**config.mk**
```make
export PLATFORM = sky130hd
export DESIGN_NAME = uart_rx_clockset
export DESIGN_NICKNAME = d
export VERILOG_FILES = /design/src/rtl/uart_rx_clockset.sv
export SDC_FILE = /design/constraint.sdc
export NUM_CORES = 1
export LEC_CHECK = 0
export ABC_CLOCK_PERIOD_IN_PS = 2000
export BUFFER_PORTS_ARGS = -buffer_cell sky130_fd_sc_hd__buf_2
export CAP_MARGIN = 10
export CORE_UTILIZATION = 40
export DETAILED_ROUTE_END_ITERATION = 8
export PLACE_DENSITY = 0.57
export SLEW_MARGIN = 20
export SYNTH_ARGS = -nofsm -noshare
export SYNTH_HDL_FRONTEND = slang
export SYNTH_SLANG_ARGS = --single-unit
```
**constraint.sdc**
```tcl
create_clock -name clk -period 2 [get_ports clk]
set_clock_uncertainty 0.15 [all_clocks]
set_input_delay 0.1 -clock clk [delete_from_list [all_inputs] [get_ports clk]]
set_output_delay 0.1 -clock clk [all_outputs]
set_load 0.01 [all_outputs]
```
**src/rtl/uart_rx_clockset.sv**
```systemverilog
// 8N1 UART receiver: two-flop synchronizer, mid-bit sampling FSM, one-cycle
// rx_valid / frame_err pulses. state_dbg_o exposes the FSM state for checkers.
module uart_rx_clockset #(
  parameter int CLK_HZ = 50000000,
  parameter int BAUD   = 115200
) (
  input  logic       clk,
  input  logic       rst,
  input  logic       rxd,
  output logic [7:0] rx_data,
  output logic       rx_valid,
  output logic       frame_err,
  output logic       busy,
  output logic [2:0] state_dbg_o
);

  localparam int CLKS_PER_BIT = CLK_HZ / BAUD;
  localparam int HALF_BIT     = CLKS_PER_BIT / 2;
  localparam int CNT_W        = (CLKS_PER_BIT > 1) ? $clog2(CLKS_PER_BIT) : 1;
  localparam logic [CNT_W-1:0] BIT_END  = CNT_W'(CLKS_PER_BIT - 1);
  localparam logic [CNT_W-1:0] HALF_END = CNT_W'(HALF_BIT - 1);

  typedef enum logic [2:0] {
    IDLE      = 3'd0,
    START     = 3'd1,
    DATA      = 3'd2,
    STOP      = 3'd3,
    WAIT_HIGH = 3'd4
  } state_t;

  state_t           state_q, state_d;
  logic [CNT_W-1:0] cnt_q, cnt_d;
  logic [2:0]       bit_q, bit_d;
  logic [7:0]       shift_q, shift_d;
  logic [7:0]       data_q, data_d;
  logic             valid_q, valid_d;
  logic             ferr_q, ferr_d;
  logic             sync1_q, rxd_s_q;

  // Synchronizer resets to the idle-high line level so reset release never
  // looks like a start edge.
  always_ff @(posedge clk or negedge rst) begin
    if (!rst) begin
      sync1_q <= 1'b1;
      rxd_s_q <= 1'b1;
    end else begin
      sync1_q <= rxd;
      rxd_s_q <= sync1_q;
    end
  end

  always_ff @(posedge clk or negedge rst) begin
    if (!rst) begin
      state_q <= IDLE;
      cnt_q   <= '0;
      bit_q   <= '0;
      shift_q <= '0;
      data_q  <= '0;
      valid_q <= 1'b0;
      ferr_q  <= 1'b0;
    end else begin
      state_q <= state_d;
      cnt_q   <= cnt_d;
      bit_q   <= bit_d;
      shift_q <= shift_d;
      data_q  <= data_d;
      valid_q <= valid_d;
      ferr_q  <= ferr_d;
    end
  end

  always_comb begin
    state_d = state_q;
    cnt_d   = cnt_q + 1'b1;
    bit_d   = bit_q;
    shift_d = shift_q;
    data_d  = data_q;
    valid_d = 1'b0;
    ferr_d  = 1'b0;
    case (state_q)
      IDLE: begin
        cnt_d = '0;
        if (!rxd_s_q) begin
          state_d = START;
          bit_d   = '0;
        end
      end
      START: begin
        // A start bit that is no longer low at its midpoint is a glitch.
        if (cnt_q == HALF_END) begin
          cnt_d   = '0;
          state_d = rxd_s_q ? IDLE : DATA;
        end
      end
      DATA: begin
        if (cnt_q == BIT_END) begin
          cnt_d   = '0;
          shift_d = {rxd_s_q, shift_q[7:1]};
          bit_d   = bit_q + 3'd1;
          if (bit_q == 3'd7) state_d = STOP;
        end
      end
      STOP: begin
        if (cnt_q == BIT_END) begin
          cnt_d = '0;
          if (rxd_s_q) begin
            data_d  = shift_q;
            valid_d = 1'b1;
            state_d = IDLE;
          end else begin
            ferr_d  = 1'b1;
            state_d = WAIT_HIGH;
          end
        end
      end
      WAIT_HIGH: begin
        cnt_d = '0;
        if (rxd_s_q) state_d = IDLE;
      end
      default: begin
        cnt_d   = '0;
        state_d = IDLE;
      end
    endcase
  end

  assign rx_data     = data_q;
  assign rx_valid    = valid_q;
  assign frame_err   = ferr_q;
  assign busy        = (state_q != IDLE);
  assign state_dbg_o = state_q;

endmodule

```
Word level (Yosys, flattened, before mapping)
Cells that the tools add are included.
- muxes and demuxes: 21
- reduce and logical (&&, ||, !) cells: 8
- add/sub/neg operators: 2
- eq/ne operators: 13
- operators by type and width (operator ; number):
    2-to-1 mux 3 bit ; 9
    2-to-1 mux 9 bit ; 2
    one-hot mux 9 bit (2 select lines) ; 1
    one-hot mux 3 bit (5 select lines) ; 1
    != test 2 bit, second input constant ; 6
    adder 9 x 1 -> 9 bit, second input constant ; 1
    == test 9 x 8 -> 1 bit, second input constant ; 1
    == test 9 bit, second input constant ; 1
    == test 3 x 2 -> 1 bit, second input constant ; 2
    == test 3 bit, second input constant ; 2
    2-to-1 mux 1 bit ; 6
    one-hot mux 3 bit (2 select lines) ; 1
    AND reduction 3 bit ; 2
    AND reduction 6 bit ; 1
    adder 3 x 1 -> 3 bit, second input constant ; 1
    == test 3 x 1 -> 1 bit, second input constant ; 1
    logical NOT 3 bit ; 1
    nonzero test 3 bit ; 1
    2-to-1 mux 2 bit ; 1
    AND reduction 2 bit ; 1
    nonzero test 2 bit ; 1
    OR reduction 2 bit ; 1
- word-level logic and storage cells: 53
- bits of input ports: 3
- bits in registers: 35
- output and inout port bits: 14

Depth between registers and ports, before layout
Gate-level depths: netlist of the first run.
- depth in word-level cells: 4
- gate-level depth with buffers: 6

Worst setup path before layout of the first run
Ideal clock, no wire load.
- kind: register to register
- from: register cnt_q[1]
- to: register shift_q[0]
- path buffers: 0
- library setup time: 0.125 ns
- path slack: 0.025 ns
- cell stages (with the launch flop): 7
- period minus slack after synthesis: 1.975 ns
- data required time: 1.725 ns
- arrival: 1.700 ns
- path through: dfrtp_1 > inv_1 > ha_1 > and4bb_2 > nand3_4 > nor4_4 > mux2_2
- cells in the longest elaborated chain, start to end: 2
- RTL lines (element ; RTL line ; source):
    from (decl) ; 32 ; logic [CNT_W-1:0] cnt_q, cnt_d;
    from (signal assigned) ; 63 ; cnt_q <= cnt_d;
    == test 9 bit ; 96 ; if (cnt_q == BIT_END) begin
    AND reduction 2 bit (no source line) ; - ;
    to (signal assigned) ; 65 ; shift_q <= shift_d;
    to (decl) ; 34 ; logic [7:0] shift_q, shift_d;
Every way passes these cells.
A chain may end at the register's enable or synchronous reset.

Worst setup path in the final report of the first run
Same ends and word-level chain as after synthesis.

==> results of run 1 <==
where the power goes:
group	switching [W]	internal [W]
Sequential	0.000000884	0.000711
Clock	0.000265	0.000313
Combinational	0.0000159	0.00000561
stage by stage:
step	instance area (µm²)	utilization [%]
global route	1970	52.5
finish	1970	52.5
floorplan	1600	-
global placement	1830	48.8
detailed placement	1830	48.8
CTS	1950	52.1
how the worst min path moves through the flow:
stage | start | endpoint | slack [ps] | cells past startpoint
after floorplan | rst | bit_q[0] | -350 | 0
after global placement | rst | bit_q[1] | 60 | 1
after detailed placement | rxd | sync1_q | 60 | 1
after CTS | sync1_q | rxd_s_q | 210 | 0
after global routing | sync1_q | rxd_s_q | 220 | 0
final | sync1_q | rxd_s_q | 210 | 0
logic make-up (layout without fill, tap and decap cells):
| family | Yosys count | count (layout) | synth area share (%) |
|---|---|---|---|
| and+or+nand+nor | 45 | 45 | 16.9 |
| DFF | 35 | 35 | 55.0 |
| muxes | 19 | 19 | 13.2 |
| AOI/OAI and AO/OA | 13 | 13 | 4.86 |
| buffers and inverters | 9 | 47 | 2.27 |
| xor gates and xnor gates | 7 | 7 | 3.84 |
| adders and majority gates | 5 | 5 | 3.92 |
cells in the final DEF, fill, tap and decap left out, types with 3 or more instances in the layout:
cell type,synthesis,routed
buf_2,2,16
mux2i_1,3,3
dfrtp_1,33,33
inv_1,5,4
nand3_1,5,5
nor2_1,15,15
xnor2_1,5,5
clkbuf_8,0,7
o21ai_0,5,5
mux2_2,16,16
nor3_1,3,3
buf_4,0,14
nand2_1,8,8
ha_1,5,5
worst max-delay path, cell delays in order (launching register included):
cell and delay, ps:
dfrtp_1 390, inv_2 60, ha_1 130, and4bb_2 270
nand3_4 110, nor4_4 170, buf_6 170, mux2_2 330
layer usage:
| layer | up-vias | part of all wire [%] | track usage, % |
|---|---|---|---|
| met5 | - | 0 | 0 |
| met4 | 0 | 2.7 | 8.97 |
| met2 | 18 | 44 | 22.3 |
| met1 | 513 | 50 | 21.7 |
| met3 | 8 | 3.3 | 4.69 |
| li1 | 533 | - | - |
layout make-up:
cell class | instances | area [µm²] | area share [%]
sequential | 35 | 878 | 44.7
multi-input combinational | 89 | 686 | 34.9
timing repair buffer | 33 | 216 | 11.0
clock buffer | 7 | 96.3 | 4.90
tap | 48 | 60.1 | 3.05
inverter | 6 | 22.5 | 1.15
clock inverter | 1 | 7.51 | 0.382
what timing repair did:
action	in CTS	in global routing
setup endpoints to repair	0	17
resized for setup	0	3
setup buffers	0	1
hold buffers	2	0
hold endpoints to repair	34	0
registers in the layout (all words and copies together), names as in the netlist, 3 cells and up:
register,count
rx_data,8
state_dbg_o,3
bit_q,3
shift_q,8
cnt_q,9
==> impl_metrics.json, run 1 <==
{
  "run_status": "finished, final reports clean",
  "layout_overhead_on_the_synthesized_area_pct": 23.2,
  "regToRegEndpoint": "shift_q[0]",
  "floorplan.initialDensity_pct": 42.6,
  "finalNonFillerCells": 219,
  "min_period_over_period_pct": 95.4,
  "synth_nets": 141,
  "dp.final_hpwl_mm": 1.99,
  "clock_sinks": 35,
  "place.gp.congestion": 0.775,
  "numCtsBuffers": 5,
  "timing.hold.ws_ps": 213,
  "drc_errors": 0,
  "slew_worst_pin_ps": 769,
  "reg2reg_from": "cnt_q[1]",
  "chipHeight_um": 65.2,
  "syn_inst": 133,
  "rsz0062_at_grt": "false",
  "setup.worst_path.start_class": "flop",
  "timing.hold.worst.class": "flop to flop",
  "hold_violations": 0,
  "wl_mm": 2.85,
  "grt_pass1_wl_mm": 4.93,
  "ys.flop_type": "dfrtp_1",
  "core_area_um2": 3740,
  "drv_slew": 0,
  "grt_max_degree": 36,
  "pre_cts_slack_ps": 32.2,
  "syn-mean-instance-area_um2": 12.0,
  "synth_top_area_cell": "dfrtp_1",
  "synthesized_cell_area_um2": 1600,
  "synthMostInstantiatedCell": "dfrtp_1",
  "worst_setup_hold_path_clk_slew_ps": 70,
  "crit_path_end_kind": "flop",
  "antenna_violations_before_repair": 0,
  "min_period_ps": 1910,
  "synth_top_cells_by_count": "dfrtp_1, mux2_2, nor2_1, nand2_1",
  "synth.yosys.warnings": 0,
  "routed_wire_length_per_instance_um": 13.0,
  "count_of_inserted_antenna_diode_cells": 0,
  "worst-setup-path-type": "flop to flop",
  "port_buffers": 16,
  "netlist-cell-type-count": 33,
  "power_per_cell_area_nw_per_um2": 667,
  "layout_fillers": 364,
  "synthDominantCellAreaShare_pct": 51.7,
  "die_area_um2": 4250,
  "data_arrival_time_of_the_critical_path_ps": 1940,
  "final_nets": 178,
  "timing.reg2reg.setup_slack_ps": 90,
  "synth_edf_count": 0,
  "drtIter0Drc": 49,
  "grt_pass1_vias": 1060,
  "tritoncts": "yes",
  "layout-drive-gt1-share_pct": 39.2,
  "cts_max_level": 2,
  "dr.pass1.iters": 4,
  "timing.critical_path.to": "shift_q[0]",
  "crit_fanout": 8,
  "clock-root-buffer": "clkbuf_8",
  "cts.path.max_buffers": 2,
  "congestion_overflow_gr": 0,
  "synth.top_cells.by_area": "dfrtp_1, mux2_2, ha_1",
  "ys_ff_latch": 35,
  "timing.final.ws_setup_ps": 91.8,
  "critPathRequiredTime_ps": 2030,
  "peakVddDrop_mv": 0.390,
  "io_pins": 17,
  "crit_start": "cnt_q[1]",
  "worst-r2r-cell-count": 7,
  "grt_util_all_layers_pct": 15.9,
  "worstSkewPairLatency_ps": 290,
  "detailroute.via_count": 1072,
  "die_width_um": 65.2,
  "setup_total_negative_slack_ps": 0,
  "finalSetupViolations": 0,
  "timing.max_slew.rel_slack_pct": 48.8,
  "numPlacedInstances": 208,
  "synth_sequential_area_ratio_pct": 55.0,
  "routed_via_density": 4.89,
  "power.static_leakage_nw": 0.970,
  "fmaxAchievable_ghz": 0.524,
  "num_rows": 22,
  "asyncSetResetFlopFracSynth_pct": 100,
  "fin_total_pwr_w": 0.00131,
  "reported_max_cap_violation_count": 0,
  "antenna_violating_nets_post_route": 0
}
Note: power is estimated with default switching activity, not from simulation.
==> run 2: changes to the inputs <==
--- a/config.mk
+++ b/config.mk
@@ -5,12 +5,14 @@
 export SDC_FILE = /design/constraint.sdc
 export NUM_CORES = 1
 export LEC_CHECK = 0
+export ABC_AREA = 1
 export ABC_CLOCK_PERIOD_IN_PS = 2000
 export BUFFER_PORTS_ARGS = -buffer_cell sky130_fd_sc_hd__buf_2
 export CAP_MARGIN = 10
 export CORE_UTILIZATION = 40
 export DETAILED_ROUTE_END_ITERATION = 8
 export PLACE_DENSITY = 0.57
+export SETUP_SLACK_MARGIN = 0.2
 export SLEW_MARGIN = 20
 export SYNTH_ARGS = -nofsm -noshare
 export SYNTH_HDL_FRONTEND = slang
==> run 2 against run 1 <==
Clock power fell by 4.3%. Power fell by 1.9%. Wire length fell by 0.32%. Fmax up 12%. Design area down 4.7%. Largest power group unchanged. Critical path type unchanged. Core utilization fell by 2.5 points. Combinational power fell by 7%. Sequential power about the same. Global-route usage grew 0.10 points.
==> impl_metrics.json, run 2 <==
{
  "antenna_violations_before_repair": 0,
  "synth_top_area_cell": "dfrtp_1",
  "dp.final_hpwl_mm": 2.05,
  "min_to": "rxd_s_q",
  "wl_mm": 2.84,
  "dr.pass1.iters": 4,
  "clock-root-buffer": "clkbuf_8",
  "fin_total_pwr_w": 0.00129,
  "antenna_violating_nets_post_route": 0,
  "grt_util_all_layers_pct": 16.0,
  "worst_hold_startpoint": "sync1_q",
  "min_period_over_period_pct": 85.2,
  "highest_count_cells_in_the_layout_ignoring_fill_and_taps": "nand2_1, dfrtp_1, inv_1, nor2_1, buf_2",
  "drc_errors": 0,
  "ys.flop_type": "dfrtp_1",
  "hold_violations": 0,
  "clock_sinks": 35,
  "drv_slew": 0,
  "synth_nets": 196,
  "cts_max_level": 2,
  "crit_fanout": 17,
  "seq_power_share_pct": 55.4,
  "p_comb_share_pct": 1.6,
  "die_area_um2": 4260,
  "holdPathStages": 0,
  "setup_total_negative_slack_ps": 0,
  "synth.yosys.warnings": 0,
  "synthesized_cell_area_um2": 1600,
  "worstSkewPairLatency_ps": 280,
  "register_area_um2": 878,
  "buffers_inserted_during_post_cts_setup_optimization": 0,
  "data_arrival_time_of_the_critical_path_ps": 1750,
  "ys_ff_latch": 35,
  "drtIter0Drc": 68,
  "port_buffers": 16,
  "fmaxAchievable_ghz": 0.587,
  "layout_overhead_on_the_synthesized_area_pct": 17.1,
  "tritoncts": "yes",
  "reg2reg_from": "cnt_q[1]",
  "slew_worst_pin_ps": 761,
  "largest-register": "cnt_q",
  "timing.hold.worst.class": "flop to flop",
  "routed_wire_length_per_instance_um": 10.8,
  "grt-busiest-layer": "met2",
  "p_sw_share_pct": 20.0,
  "critPathRequiredTime_ps": 2050,
  "final_nets": 222,
  "count_of_inserted_antenna_diode_cells": 0,
  "grt_pass1_wl_mm": 5.11,
  "detailroute.via_count": 1231,
  "layout-drive-gt1-share_pct": 17.7,
  "worst-r2r-cell-count": 9,
  "rsz0062_at_grt": "true",
  "synth_edf_count": 0,
  "netlist-cell-type-count": 21,
  "fraction_of_met1_tracks_used_by_global_routing_pct": 17.4,
  "crit_path_end_kind": "flop",
  "run_status": "finished, final reports clean",
  "finalSetupViolations": 0,
  "place.gp.congestion": 0.923,
  "grtUsageMet2_pct": 28.2,
  "synthDominantCellAreaShare_pct": 51.6,
  "grt_util_met3_pct": 5.21,
  "num_rows": 22,
  "worst_setup_hold_path_clk_slew_ps": 70,
  "setup.worst_path.start_class": "flop",
  "core_area_um2": 3740,
  "grt_pass1_vias": 1245,
  "numCtsBuffers": 5,
  "synth.top_cells.by_area": "dfrtp_1, nand2_1, inv_1",
  "reported_max_cap_violation_count": 0,
  "worst-setup-path-type": "flop to flop",
  "synthMostInstantiatedCell": "nand2_1",
  "syn-mean-instance-area_um2": 8.51,
  "congestion_overflow_gr": 0,
  "regToRegEndpoint": "rx_data[3]",
  "asyncSetResetFlopFracSynth_pct": 100,
  "layout_fillers": 376,
  "syn_inst": 188,
  "peakVddDrop_mv": 0.538,
  "routed_via_density": 4.68,
  "timing.reg2reg.setup_slack_ps": 300,
  "cts.path.max_buffers": 2,
  "grt_max_degree": 36,
  "min_period_ps": 1700,
  "synth_top_cells_by_count": "nand2_1, dfrtp_1, inv_1, nor2_1, o21ai_0",
  "netSwitchingPower_w": 0.000258,
  "floorplan.initialDensity_pct": 42.7,
  "power.static_leakage_nw": 0.972,
  "timing.max_slew.rel_slack_pct": 49.3,
  "area_occupied_by_multi_input_gates_um2": 604,
  "p_int_w": 0.00103,
  "chipHeight_um": 65.3,
  "layout_commonest_cell": "nand2_1",
  "power_per_cell_area_nw_per_um2": 686,
  "die_width_um": 65.3,
  "power.share.clock_pct": 43.0,
  "io_pins": 17,
  "largest_reg_flops": 9,
  "synth_sequential_area_ratio_pct": 54.9
}
[run 2: area by class of cell]
class	count	share of cell area, %
Clock buffer	7	5.14
Clock inverter	1	0.401
Inverter	29	5.81
Multi-Input combinational cell	123	32.2
Sequential cell	35	46.9
Tap cell	48	3.20
Timing Repair Buffer	20	6.34
[run 2: through the flow]
stage / hold slack, ps / setup WS (ps) / area (µm²) / util (%) / std cells
finish: 206 / 296 / 1870 / 50.1 / 263
CTS: 209 / 274 / 1870 / 49.9 / 263
global placement: 57.2 / 342 / 1740 / 46.6 / 253
detailed placement: 56.2 / 294 / 1740 / 46.6 / 253
global route: 216 / 158 / 1870 / 50.1 / 263
floorplan: -346 / 341 / 1600 / - / 188
[run 2: kinds of logic (layout without fill, tap and decap cells)]
logic type               after synthesis  in the layout  share of synthesized area [%]
AND/OR/NAND/NOR                       96             96                           25.5
flip-flops                            35             35                           54.9
buffers and inverters                 30             57                           7.51
AO/OA/AOI/OAI                         18             18                           5.94
adder cells (fa/ha/maj)                5              5                           3.91
XOR/XNOR                               3              3                           1.64
multiplexers                           1              1                          0.626
[run 2: timing repair]
item                                   4_1_cts  5_1_grt
endpoints found under the hold margin       34        0
setup endpoints to repair                    0       16
hold buffers                                 2        0
resized for setup                            0        3
[run 2: routing by layer]
layer  part of all wire [%]  vias up
met3                    3.7        5
li1                       -      633
met1                     46      570
met2                     49       23
met4                    1.6        0
met5                      0        -
[run 2: worst max-delay path by stage]
| stage | startpoint | endpoint | slack, ps | cells after the start |
|---|---|---|---|---|
| final | cnt_q[1] | rx_data[3] | 300 | 9 |
| after global routing | cnt_q[1] | state_dbg_o[1] | 160 | 11 |
| after CTS | cnt_q[1] | rx_data[3] | 270 | 9 |
| after detailed placement | cnt_q[1] | rx_data[3] | 290 | 9 |
| after global placement | cnt_q[1] | rx_data[4] | 340 | 8 |
| after floorplan | cnt_q[1] | rx_data[0] | 340 | 8 |
[run 2: power groups by stage]
stage | combinational [W] | clock [W] | sequential [W]
finish | 0.0000201 | 0.000553 | 0.000713
global route | 0.0000241 | 0.000605 | 0.000713
CTS | 0.0000214 | 0.000578 | 0.000713
detailed placement | 0.0000186 | 0 | 0.000726
global placement | 0.0000182 | 0 | 0.000726
floorplan | 0.00000202 | 0 | 0.000726
[run 2: critical path, cell delays in order (launching register included)]
cell and delay, ps:
dfrtp_1 400, inv_1 80, ha_1 140, nand2_1 50, nor2_1 130, nand2_2 150, nor3_4 190, buf_6 180
nand2_1 60, o21ai_0 80
